### src/rtl/iq_mag_detector.sv
// Multi-channel I/Q correlating magnitude detector: per-channel quadrature NCOs
// integrate a 1-bit stream per window, then drain one magnitude per channel.
module iq_mag_detector #(
    parameter  int unsigned N_CH    = 4,
    parameter  int unsigned PHASE_W = 16,
    parameter  int unsigned ACC_W   = 10,
    parameter  int unsigned WIN_LEN = 1024,
    localparam int unsigned CH_W    = (N_CH > 1) ? $clog2(N_CH) : 1
) (
    input  logic                      clk,
    input  logic                      rst_n,
    input  logic                      en,
    input  logic                      sig,
    input  logic [N_CH*PHASE_W-1:0]   freq_word,
    input  logic                      mode,
    output logic [ACC_W-1:0]          mag,
    output logic [CH_W-1:0]           mag_ch,
    output logic                      mag_valid,
    input  logic                      mag_ready,
    output logic                      overrun
);

    localparam int unsigned CNT_W = $clog2(WIN_LEN);
    localparam logic signed [ACC_W-1:0] ACC_MAX = {1'b0, {(ACC_W-1){1'b1}}};
    localparam logic signed [ACC_W-1:0] ACC_MIN = {1'b1, {(ACC_W-2){1'b0}}, 1'b1};
    localparam logic signed [ACC_W-1:0] ACC_ONE = {{(ACC_W-1){1'b0}}, 1'b1};
    localparam logic [PHASE_W-1:0]      QUARTER = {2'b01, {(PHASE_W-2){1'b0}}};
    localparam logic [CH_W-1:0]         CH_LAST = CH_W'(N_CH - 1);
    localparam logic [CNT_W-1:0]        CNT_END = CNT_W'(WIN_LEN - 1);

    typedef enum logic [1:0] {IDLE, ABS, COMB, OUT} state_t;

    state_t state, state_n;

    logic [PHASE_W-1:0]      phase  [N_CH];
    logic signed [ACC_W-1:0] acc_i  [N_CH];
    logic signed [ACC_W-1:0] acc_q  [N_CH];
    logic signed [ACC_W-1:0] nxt_i  [N_CH];
    logic signed [ACC_W-1:0] nxt_q  [N_CH];
    logic signed [ACC_W-1:0] snap_i [N_CH];
    logic signed [ACC_W-1:0] snap_q [N_CH];
    logic [CNT_W-1:0]        win_cnt;
    logic                    mode_l;
    logic [CH_W-1:0]         ch;
    logic [ACC_W-2:0]        a_mag, b_mag, hi_c, lo_c;
    logic [ACC_W-1:0]        comb_mag_c;
    logic                    win_end_c, capture_c;

    // Saturating +/-1 step, symmetric around zero.
    function automatic logic signed [ACC_W-1:0] acc_step(input logic signed [ACC_W-1:0] acc,
                                                         input logic hit);
        if (hit) return (acc == ACC_MAX) ? acc : acc + ACC_ONE;
        return (acc == ACC_MIN) ? acc : acc - ACC_ONE;
    endfunction

    function automatic logic [ACC_W-2:0] abs_mag(input logic signed [ACC_W-1:0] x);
        logic signed [ACC_W-1:0] t;
        t = x[ACC_W-1] ? -x : x;
        return t[ACC_W-2:0];
    endfunction

    assign win_end_c = en && (win_cnt == CNT_END);
    assign capture_c = win_end_c && (state == IDLE);

    // Quadrature codes from the current phase and the next accumulator values.
    always_comb begin
        logic [PHASE_W-1:0] q_ph;
        q_ph = '0;
        for (int unsigned k = 0; k < N_CH; k++) begin
            q_ph     = phase[k] + QUARTER;
            nxt_i[k] = acc_step(acc_i[k], sig == phase[k][PHASE_W-1]);
            nxt_q[k] = acc_step(acc_q[k], sig == q_ph[PHASE_W-1]);
        end
    end

    // Front end: NCOs, correlators and window counter, all gated by en.
    always_ff @(posedge clk or negedge rst_n) begin
        if (!rst_n) begin
            win_cnt <= '0;
            for (int unsigned k = 0; k < N_CH; k++) begin
                phase[k] <= '0;
                acc_i[k] <= '0;
                acc_q[k] <= '0;
            end
        end else if (en) begin
            win_cnt <= win_end_c ? '0 : win_cnt + CNT_W'(1);
            for (int unsigned k = 0; k < N_CH; k++) begin
                phase[k] <= phase[k] + freq_word[k*PHASE_W +: PHASE_W];
                acc_i[k] <= win_end_c ? '0 : nxt_i[k];
                acc_q[k] <= win_end_c ? '0 : nxt_q[k];
            end
        end
    end

    // Snapshot bank; a window end while draining is dropped and flagged.
    always_ff @(posedge clk or negedge rst_n) begin
        if (!rst_n) begin
            mode_l  <= 1'b0;
            overrun <= 1'b0;
            for (int unsigned k = 0; k < N_CH; k++) begin
                snap_i[k] <= '0;
                snap_q[k] <= '0;
            end
        end else begin
            if (capture_c) begin
                mode_l <= mode;
                for (int unsigned k = 0; k < N_CH; k++) begin
                    snap_i[k] <= nxt_i[k];
                    snap_q[k] <= nxt_q[k];
                end
            end
            if (win_end_c && (state != IDLE)) overrun <= 1'b1;
        end
    end

    always_ff @(posedge clk or negedge rst_n) begin
        if (!rst_n) state <= IDLE;
        else        state <= state_n;
    end

    always_comb begin
        state_n = state;
        case (state)
            IDLE:    if (capture_c) state_n = ABS;
            ABS:     state_n = COMB;
            COMB:    state_n = OUT;
            OUT:     if (mag_ready) state_n = (ch == CH_LAST) ? IDLE : ABS;
            default: state_n = IDLE;
        endcase
    end

    // Magnitude combiner: |I|+|Q| or max + min/2.
    always_comb begin
        hi_c       = (a_mag >= b_mag) ? a_mag : b_mag;
        lo_c       = (a_mag >= b_mag) ? b_mag : a_mag;
        comb_mag_c = mode_l ? ({1'b0, hi_c} + ACC_W'(lo_c >> 1))
                            : ({1'b0, a_mag} + {1'b0, b_mag});
    end

    always_ff @(posedge clk or negedge rst_n) begin
        if (!rst_n) begin
            ch        <= '0;
            a_mag     <= '0;
            b_mag     <= '0;
            mag       <= '0;
            mag_ch    <= '0;
            mag_valid <= 1'b0;
        end else begin
            mag_valid <= (state_n == OUT);
            case (state)
                IDLE: if (capture_c) ch <= '0;
                ABS: begin
                    a_mag <= abs_mag(snap_i[ch]);
                    b_mag <= abs_mag(snap_q[ch]);
                end
                COMB: begin
                    mag    <= comb_mag_c;
                    mag_ch <= ch;
                end
                OUT: if (mag_ready && (ch != CH_LAST)) ch <= ch + CH_W'(1);
                default: ;
            endcase
        end
    end

endmodule
### config.mk
export PLATFORM = sky130hd
export DESIGN_NAME = iq_mag_detector
export DESIGN_NICKNAME = d
export VERILOG_FILES = /design/src/rtl/iq_mag_detector.sv
export SDC_FILE = /design/constraint.sdc
export NUM_CORES = 1
export LEC_CHECK = 0
export BUFFER_PORTS_ARGS = -buffer_cell sky130_fd_sc_hd__buf_2
export CORE_MARGIN = 4
export CORE_UTILIZATION = 45
export DETAILED_ROUTE_END_ITERATION = 8
export PLACE_DENSITY = 0.67
export SLEW_MARGIN = 5
export SYNTH_ARGS = -nofsm -noshare
export SYNTH_HDL_FRONTEND = slang
export SYNTH_SLANG_ARGS = --single-unit
### constraint.sdc
create_clock -name clk -period 5.45 [get_ports clk]
set_clock_uncertainty 0.15 [all_clocks]
set_input_delay 1.09 -clock clk [delete_from_list [all_inputs] [get_ports clk]]
set_output_delay 1.09 -clock clk [all_outputs]
set_load 0.05 [all_outputs]
Word-level counts from Yosys, hierarchy flattened
Index checks and enable logic that the tools add are counted.
{"block": "op_classes", "bitwise_logic": 1, "eq_ne": 33, "add_sub_neg": 30, "n_lt_le_gt_ge": 2, "reduce_logical": 8, "muxes": 67}
{"cell": "10-bit two-way mux", "n": 46}
{"cell": "10-bit equality test, second input constant", "n": 17}
{"cell": "10-bit by 2-bit adder with 10-bit output, second input constant", "n": 8}
{"cell": "10-bit by 2-bit subtractor with 10-bit output, second input constant", "n": 8}
{"cell": "16-bit by 15-bit adder with 16-bit output, second input constant", "n": 4}
{"cell": "16-bit adder", "n": 4}
{"cell": "10-bit binary-select mux with 2-bit select", "n": 2}
{"cell": "9-bit two-way mux", "n": 4}
{"cell": "9-bit negator", "n": 2}
{"cell": "10-bit by 1-bit adder with 10-bit output, second input constant", "n": 1}
{"cell": "9-bit by 8-bit adder with 10-bit output", "n": 1}
{"cell": "9-bit by 9-bit adder with 10-bit output", "n": 1}
{"cell": "9-bit >= comparator", "n": 1}
{"cell": "1-bit two-way mux", "n": 9}
{"cell": "1-bit equality test", "n": 8}
{"cell": "2-bit equality test, second input constant", "n": 4}
{"cell": "2-bit two-way mux", "n": 4}
{"cell": "2-bit case mux with 4 select lines", "n": 1}
{"cell": "2-bit inequality test, second input constant", "n": 3}
{"cell": "1-bit logical AND", "n": 4}
{"cell": "2-bit case mux with 2 select lines", "n": 1}
{"cell": "2-bit nonzero test", "n": 2}
{"cell": "3-bit >= comparator, second input constant", "n": 1}
{"cell": "2-bit NOT with 3-bit output", "n": 1}
{"cell": "4 further kinds", "n": 4}
{"block": "word_totals", "word_cells": 171, "output_inout_bits": 14, "input_bits": 70, "ff_bits": 271}

Depth between registers and ports, before layout
Gate-level depths: netlist of run 1.
{"block": "logic_depth", "depth_word": 6, "depth_mapped": 18}

Worst setup path after synthesis of run 1
No wires, ideal clock.
{"block": "synth_path", "path_type": "reg-to-reg", "start": "register a_mag[2]", "end": "register mag[8]", "setup_time_ns": 0.126, "setup_slack_ns": 1.699, "t_arrival_ns": 3.475, "path_stages_with_launch": 17, "path_buffers": 1, "period_less_slack_ns": 3.751, "path_cell_list": "dfrtp_1 > ha_1 > a21o_1 > a31oi_1 > o211ai_1 > a21oi_2 > clkbuf_1 > o21ai_0 > ha_1 > fa_1 > a21o_1 > nand2_1 > a21oi_1 > nor4_1 > or3_1 > mux2i_1 > a221o_1"}
{"block": "synth_via", "elab_chain_len": 4}
{"element": "start, declared", "line": "45", "rtl": "logic [ACC_W-2:0] a_mag, b_mag, hi_c, lo_c;"}
{"element": "start signal, assigned", "line": "153", "rtl": "a_mag <= abs_mag(snap_i[ch]);"}
{"element": "9-bit >= comparator", "line": "134, 135"}
{"element": "9-bit two-way mux, on equally long branches", "line": "134, 135"}
{"element": "9-bit by 8-bit adder with 10-bit output", "line": "136", "rtl": "comb_mag_c = mode_l ? ({1'b0, hi_c} + ACC_W'(lo_c >> 1))"}
{"element": "10-bit two-way mux *", "line": "136"}
{"element": "end signal, assigned", "line": "157", "rtl": "mag <= comb_mag_c;"}
{"element": "end, declared", "line": "16", "rtl": "output logic [ACC_W-1:0] mag,"}
Mark *: on every way between the ends. The rest lies on a longest branch, timed or not.
A chain may end at the register's enable or synchronous reset.

Worst setup path after layout of run 1
Ends and elaborated chain as after synthesis.

==> results.sh, run 1 <==
export IMPL_cts_root_buf="clkbuf_16"
export IMPL_worstPathRequired_ns=5.72
export IMPL_relSlewSlack_pct=27.5
export IMPL_drc=0
export IMPL_cap_violations=0
export IMPL_core_area_sq_um=40900
export IMPL_grt_use_total_pct=20.3
export IMPL_netlist_instances=2088
export IMPL_start_util_pct=45.6
export IMPL_numClockSinks=271
export IMPL_hold_depth=2
export IMPL_synth_ff_type="dfrtp_1"
export IMPL_vias=15493
export IMPL_diodes=0
export IMPL_synth_area_sq_um=18600
export IMPL_min_to="mag[3]"
export IMPL_die_area_sq_um=44800
export IMPL_tightest_slew_ns=1.09
export IMPL_synth_edf_count=0
export IMPL_finalHoldViolations=0
export IMPL_power_density_nw_per_um2=522
export IMPL_fin_tns_setup_ns=0
export IMPL_status="complete, no violations"
export IMPL_cp_arrival_ns=4.55
export IMPL_routabilityCongestion=0.869
export IMPL_leakagePower_nw=8.97
export IMPL_ys_seq_area_share_pct=36.4
export IMPL_utilization_pct=50.6
export IMPL_rsz0062_at_grt="false"
export IMPL_regToRegEndpoint="mag[8]"
export IMPL_period_needed_ns=4.29
export IMPL_area_growth_pct=11.0
export IMPL_cp_max_fo=15
export IMPL_grt_pass1_vias=15446
export IMPL_start_kind="register"
export IMPL_rr_startpoint="a_mag[2]"
export IMPL_cts_buffer_depth=3
export IMPL_cts_resized_gates=0
export IMPL_synthesis_nets=2278
export IMPL_slew_violations=0
export IMPL_cts_buffers=34
export IMPL_ys_ff_latch=271
export IMPL_ctsHtreeMaxLevel=2
export IMPL_clk_latency_ns=0.54
export IMPL_worstHoldStart="mag[3]"
export IMPL_postSynth_asyncResetShare_pct=100
export IMPL_routed_wl_mm=45.1
export IMPL_row_count=74
export IMPL_vias_per_cell=5.82
export IMPL_peakVddDrop_v=0.000326
export IMPL_finalCritPeriodShare_pct=78.7
export IMPL_die_height_microns=212
export IMPL_dp_hpwl_mm=31.4
export IMPL_numPortBuffers=83
export IMPL_cts_tree="yes"
export IMPL_dr_pass1_iters=5
export IMPL_r2r_slack_ns=1.16
export IMPL_ys_warn_count=0
export IMPL_wire_per_inst_microns=16.9
export IMPL_postCtsSetupBuffers=0
export IMPL_grt_max_degree=98
export IMPL_grt_first_pass_wirelength_mm=76.4
export IMPL_gr_total_overflow=0
export IMPL_antenna_found_initial=4
export IMPL_path_clk_slew_ns=0.06
export IMPL_fmax_ghz=0.233
export IMPL_setup_viol=0
export IMPL_ioPinCount=84
export IMPL_avgSynthCellArea_sq_um=8.93
export IMPL_drtIter0Drc=1060
export IMPL_min_path_type="reg2reg"
export IMPL_hold_buffers=0
export IMPL_ys_types=89
export IMPL_fin_nets=2294
export IMPL_path_class="reg2reg"
export IMPL_reg2reg_depth=16
export IMPL_end_kind="register"
export IMPL_drtAntennaViolNets=0
export IMPL_drive_gt1_share_pct=11.9
export IMPL_die_x_microns=212
==> state kept, by name, indices dropped and copies added (netlist names) <==
| register | flops |
|---|---|
| acc_q | 40 |
| ch | 2 |
| a_mag | 9 |
| overrun | 1 |
| acc_i | 40 |
| mag_valid | 1 |
| snap_i | 40 |
| state | 2 |
| mag | 10 |
| snap_q | 40 |
| mag_ch | 2 |
| win_cnt | 10 |
| mode_l | 1 |
| b_mag | 9 |
| phase | 64 |
==> worst max-delay path: stages, from the launching register on <==
cell      delay [ns]
dfrtp_1         0.43
ha_1            0.40
a21o_1          0.18
a31oi_1         0.18
o211ai_1        0.15
a21oi_2         0.47
buf_4           0.30
o21ai_0         0.11
ha_1            0.26
fa_1            0.41
a21o_1          0.21
nand2_1         0.07
a21oi_1         0.08
nor4_1          0.29
or3_1           0.17
mux2i_1         0.06
a221o_1         0.26
==> synthesized netlist by cell type (20+ instances only) <==
library cell    n  area (sq um)
o21ai_0       214          1070
nand3_1        65           325
and3_1         20           125
nand4_1        27           169
inv_1          82           308
a211oi_1       22           165
o21a_1         30           225
ha_1          114          1430
a21o_1         28           210
mux4_2         20           450
nand2_1       254           953
xnor2_1        90           788
mux2_2         44           495
a22o_1         28           245
nor3_1         63           315
clkbuf_1       97           364
xor2_1         38           333
a31oi_1        20           125
nor2_1        128           480
dfrtp_1       271          6780
a21oi_1        95           475
==> power breakdown <==
part,switching (mW),total (mW),internal [mW]
Sequential,0.799,3.37,2.58
Clock,0.901,2.54,1.64
Combinational,2.71,4.88,2.17
Total,4.41,10.8,6.39
==> placed cells by master, fill, tap and decap left out, types with 22 or more instances in the layout <==
cell / count
nand2_1: 252
buf_2: 81
clkbuf_16: 37
a21oi_1: 95
ha_1: 114
a22o_1: 28
nor3_1: 63
a21o_1: 28
nand3_1: 65
o21a_1: 30
mux2_2: 44
inv_1: 82
dfrtp_1: 271
nor2_1: 128
a211oi_1: 22
xnor2_1: 90
nand4_1: 27
o21ai_0: 214
xor2_1: 38
==> worst max-delay path by stage <==
stage / startpoint / endpoint / slack [ns]
2_1_floorplan: a_mag[2] / mag[8] / 1.70
3_3_place_gp: a_mag[2] / mag[8] / 1.30
3_5_place_dp: a_mag[2] / mag[8] / 1.20
4_1_cts: a_mag[2] / mag[8] / 1.19
5_1_grt: a_mag[2] / mag[8] / 0.84
6_report: a_mag[2] / mag[8] / 1.16
==> through the flow <==
stage	std cells	power (mW)	instance area, sq um	worst slack, ns	hold WS, ns
5_1_grt	2661	11.7	20700	0.836	0.349
6_report	2661	10.8	20700	1.16	0.321
2_1_floorplan	2088	7.18	18600	1.70	0.295
3_5_place_dp	2600	8.23	19400	1.20	0.317
4_1_cts	2661	10.9	20700	1.19	0.330
3_3_place_gp	2600	8.06	19400	1.30	0.306
==> metal layers <==
metal,wire length (microns),vias up,GRT usage (%),part of all wire [%]
met3,2270,101,3.88,5.0
met4,1500,8,7.22,3.3
li1,-,7626,-,-
met5,48,-,0,0.11
met2,21000,333,33.7,47
met1,20300,7425,26.8,45
==> logic make-up (layout without fill, tap and decap cells) <==
logic type / count (synthesis) / after routing / share of synthesized area (%)
AO/OA/AOI/OAI: 618 / 618 / 21.8
XOR/XNOR: 135 / 135 / 6.83
adder cells (fa/ha/maj): 120 / 120 / 8.29
buffers and inverters: 201 / 242 / 4.21
flip-flops: 271 / 271 / 36.4
multiplexers: 78 / 78 / 5.83
AND/OR/NAND/NOR: 665 / 665 / 16.7
==> layout make-up <==
type / count / area, sq um
clock buffers: 44 / 1010
clock inverters: 17 / 268
fillers: 3740 / 20200
inverters: 84 / 315
flip-flops and latches: 271 / 6780
multi-input cells: 1616 / 11100
repair buffers: 97 / 558
well taps: 532 / 666
(Power assumes the default switching activity.)
==> inputs of run 2 (changes only) <==
--- a/config.mk
+++ b/config.mk
@@ -9,7 +9,7 @@
 export CORE_MARGIN = 4
 export CORE_UTILIZATION = 45
 export DETAILED_ROUTE_END_ITERATION = 8
-export PLACE_DENSITY = 0.67
+export PLACE_DENSITY = 0.7
 export SLEW_MARGIN = 5
 export SYNTH_ARGS = -nofsm -noshare
 export SYNTH_HDL_FRONTEND = slang
==> constraint.sdc (replaced) <==
create_clock -name clk -period 3.5 [get_ports clk]
set_clock_uncertainty 0.15 [all_clocks]
set_input_delay 0.7 -clock clk [delete_from_list [all_inputs] [get_ports clk]]
set_output_delay 0.7 -clock clk [all_outputs]
set_load 0.05 [all_outputs]
==> results.sh, run 2 (synthesized netlist as in run 1, its figures left out) <==
export IMPL_placed_cell_area_sq_um=19900
export IMPL_final_cell_mix="271 x dfrtp_1, 252 x nand2_1, 205 x o21ai_0"
export IMPL_p_int_mw=9.73
export IMPL_power_density_nw_per_um2=780
export IMPL_power_frac_clock_pct=22.3
export IMPL_nFillCells=3648
export IMPL_numPortBuffers=83
export IMPL_fin_nets=2364
export IMPL_end_kind="register"
export IMPL_path_class="reg2reg"
export IMPL_period_needed_ns=3.59
export IMPL_dp_hpwl_mm=32.5
export IMPL_die_height_microns=212
export IMPL_multi_input_area_sq_um=11300
export IMPL_grt_use_total_pct=20.8
export IMPL_core_area_sq_um=40900
export IMPL_hold_buffers=0
export IMPL_regArea_sq_um=6780
export IMPL_cts_buffer_depth=3
export IMPL_swShare_pct=41.9
export IMPL_area_growth_pct=15.1
export IMPL_p_comb_share_pct=46.2
export IMPL_worstPathRequired_ns=3.78
export IMPL_numClockSinks=271
export IMPL_cts_root_buf="clkbuf_16"
export IMPL_holdWs_ns=0.0254
export IMPL_switchingPower_mw=7.01
export IMPL_clk_latency_ns=0.55
export IMPL_grt_pass1_vias=15927
export IMPL_place_ws_ns=-0.155
export IMPL_grt_max_degree=116
export IMPL_r2r_slack_ns=-0.09
export IMPL_cp_max_fo=5
export IMPL_peakVddDrop_v=0.000538
export IMPL_tightest_slew_ns=1.09
export IMPL_seq_power_share_pct=31.5
export IMPL_regToRegEndpoint="mag[8]"
export IMPL_ioPinCount=84
export IMPL_grt_first_pass_wirelength_mm=78.4
export IMPL_diodes=0
export IMPL_rr_startpoint="a_mag[2]"
export IMPL_start_kind="register"
export IMPL_post_route_cell_area_sq_um=21500
export IMPL_antenna_found_initial=5
export IMPL_leakagePower_nw=9.33
export IMPL_wire_per_inst_microns=17.0
export IMPL_die_x_microns=212
export IMPL_fin_ws_ns=-0.0914
export IMPL_row_count=74
export IMPL_die_area_sq_um=44800
export IMPL_finalHoldViolations=0
export IMPL_start_util_pct=45.6
export IMPL_status="complete, but fails checks"
export IMPL_final_common_cell="dfrtp_1"
export IMPL_drtIter0Drc=901
export IMPL_cp_arrival_ns=3.87
export IMPL_cap_violations=0
export IMPL_reg2reg_depth=17
export IMPL_cts_buffers=34
export IMPL_ctsHtreeMaxLevel=2
export IMPL_routed_wl_mm=46.5
export IMPL_fmax_ghz=0.278
export IMPL_rsz0062_at_grt="true"
export IMPL_drc=0
export IMPL_relSlewSlack_pct=27.5
export IMPL_slew_violations=0
export IMPL_vias=15949
export IMPL_gr_total_overflow=0
export IMPL_setup_viol=2
export IMPL_largest_register_ff_count=64
export IMPL_finalCritPeriodShare_pct=103
export IMPL_path_clk_slew_ns=0.06
export IMPL_top_register="phase"
export IMPL_vias_per_cell=5.84
export IMPL_min_path_type="in2async"
export IMPL_dr_pass1_iters=5
export IMPL_finalPower_mw=16.7
export IMPL_cts_tree="yes"
export IMPL_routabilityCongestion=0.921
export IMPL_drive_gt1_share_pct=15.9
export IMPL_violations="setup timing"
export IMPL_drtAntennaViolNets=0
[run 2: area by class of cell]
cell class	instances	share of cell area, %
Clock buffer	43	4.31
Tap cell	532	3.10
Clock inverter	18	1.20
Timing Repair Buffer	166	5.51
Sequential cell	271	31.6
Multi-Input combinational cell	1617	52.8
Inverter	84	1.47
[run 2: worst max-delay path: stages (launching register included)]
cell	delay [ns]
dfrtp_1	0.41
ha_4	0.25
a21o_1	0.18
a31oi_4	0.15
o211ai_1	0.09
buf_4	0.17
a21oi_4	0.20
buf_6	0.13
buf_6	0.08
mux2_4	0.30
ha_4	0.22
a21o_1	0.20
nand2_1	0.08
a21oi_2	0.07
nor4_2	0.31
or3_1	0.15
mux2i_1	0.06
a221o_1	0.26
[run 2: power by group through the flow]
stage | Clock [mW] | Combinational, mW | Sequential [mW]
2_1_floorplan | 0 | 6.54 | 4.64
3_5_place_dp | 0 | 7.67 | 5.30
5_1_grt | 3.97 | 8.63 | 5.44
3_3_place_gp | 0 | 7.38 | 5.23
4_1_cts | 3.83 | 7.71 | 5.26
6_report | 3.73 | 7.73 | 5.28
[run 2: what timing repair did]
item | CTS | global route
pin swaps | 17 | 15
setup buffers | 13 | 6
gates resized for setup | 28 | 14
gates cloned | 1 | 0
setup endpoints to repair | 3 | 7
[run 2: worst max-delay path by stage]
stage	startpoint	slack, ns	endpoint
detailed placement	b_mag[6]	-0.15	mag[8]
global route	b_mag[6]	-0.26	mag[8]
finish	a_mag[2]	-0.09	mag[8]
global placement	a_mag[0]	-0.1	mag[7]
CTS	b_mag[0]	-0.07	mag[8]
floorplan	b_mag[6]	0.002	mag[8]
[run 2: metrics by stage]
stage | cells | util, % | setup TNS (ns)
global placement | 2650 | 48.7 | -0.220
floorplan | 2088 | - | 0
CTS | 2725 | 52.2 | -0.151
global route | 2731 | 52.4 | -0.784
finish | 2731 | 52.4 | -0.108
detailed placement | 2650 | 48.7 | -0.355
[run 2: routing by layer]
| metal | track usage [%] | share of wire, % | wire [microns] |
|---|---|---|---|
| met4 | 6.15 | 2.5 | 1150 |
| met3 | 3.60 | 5.1 | 2380 |
| met1 | 26.8 | 44 | 20400 |
| met5 | 0 | 0.15 | 68 |
| met2 | 36.0 | 49 | 22600 |
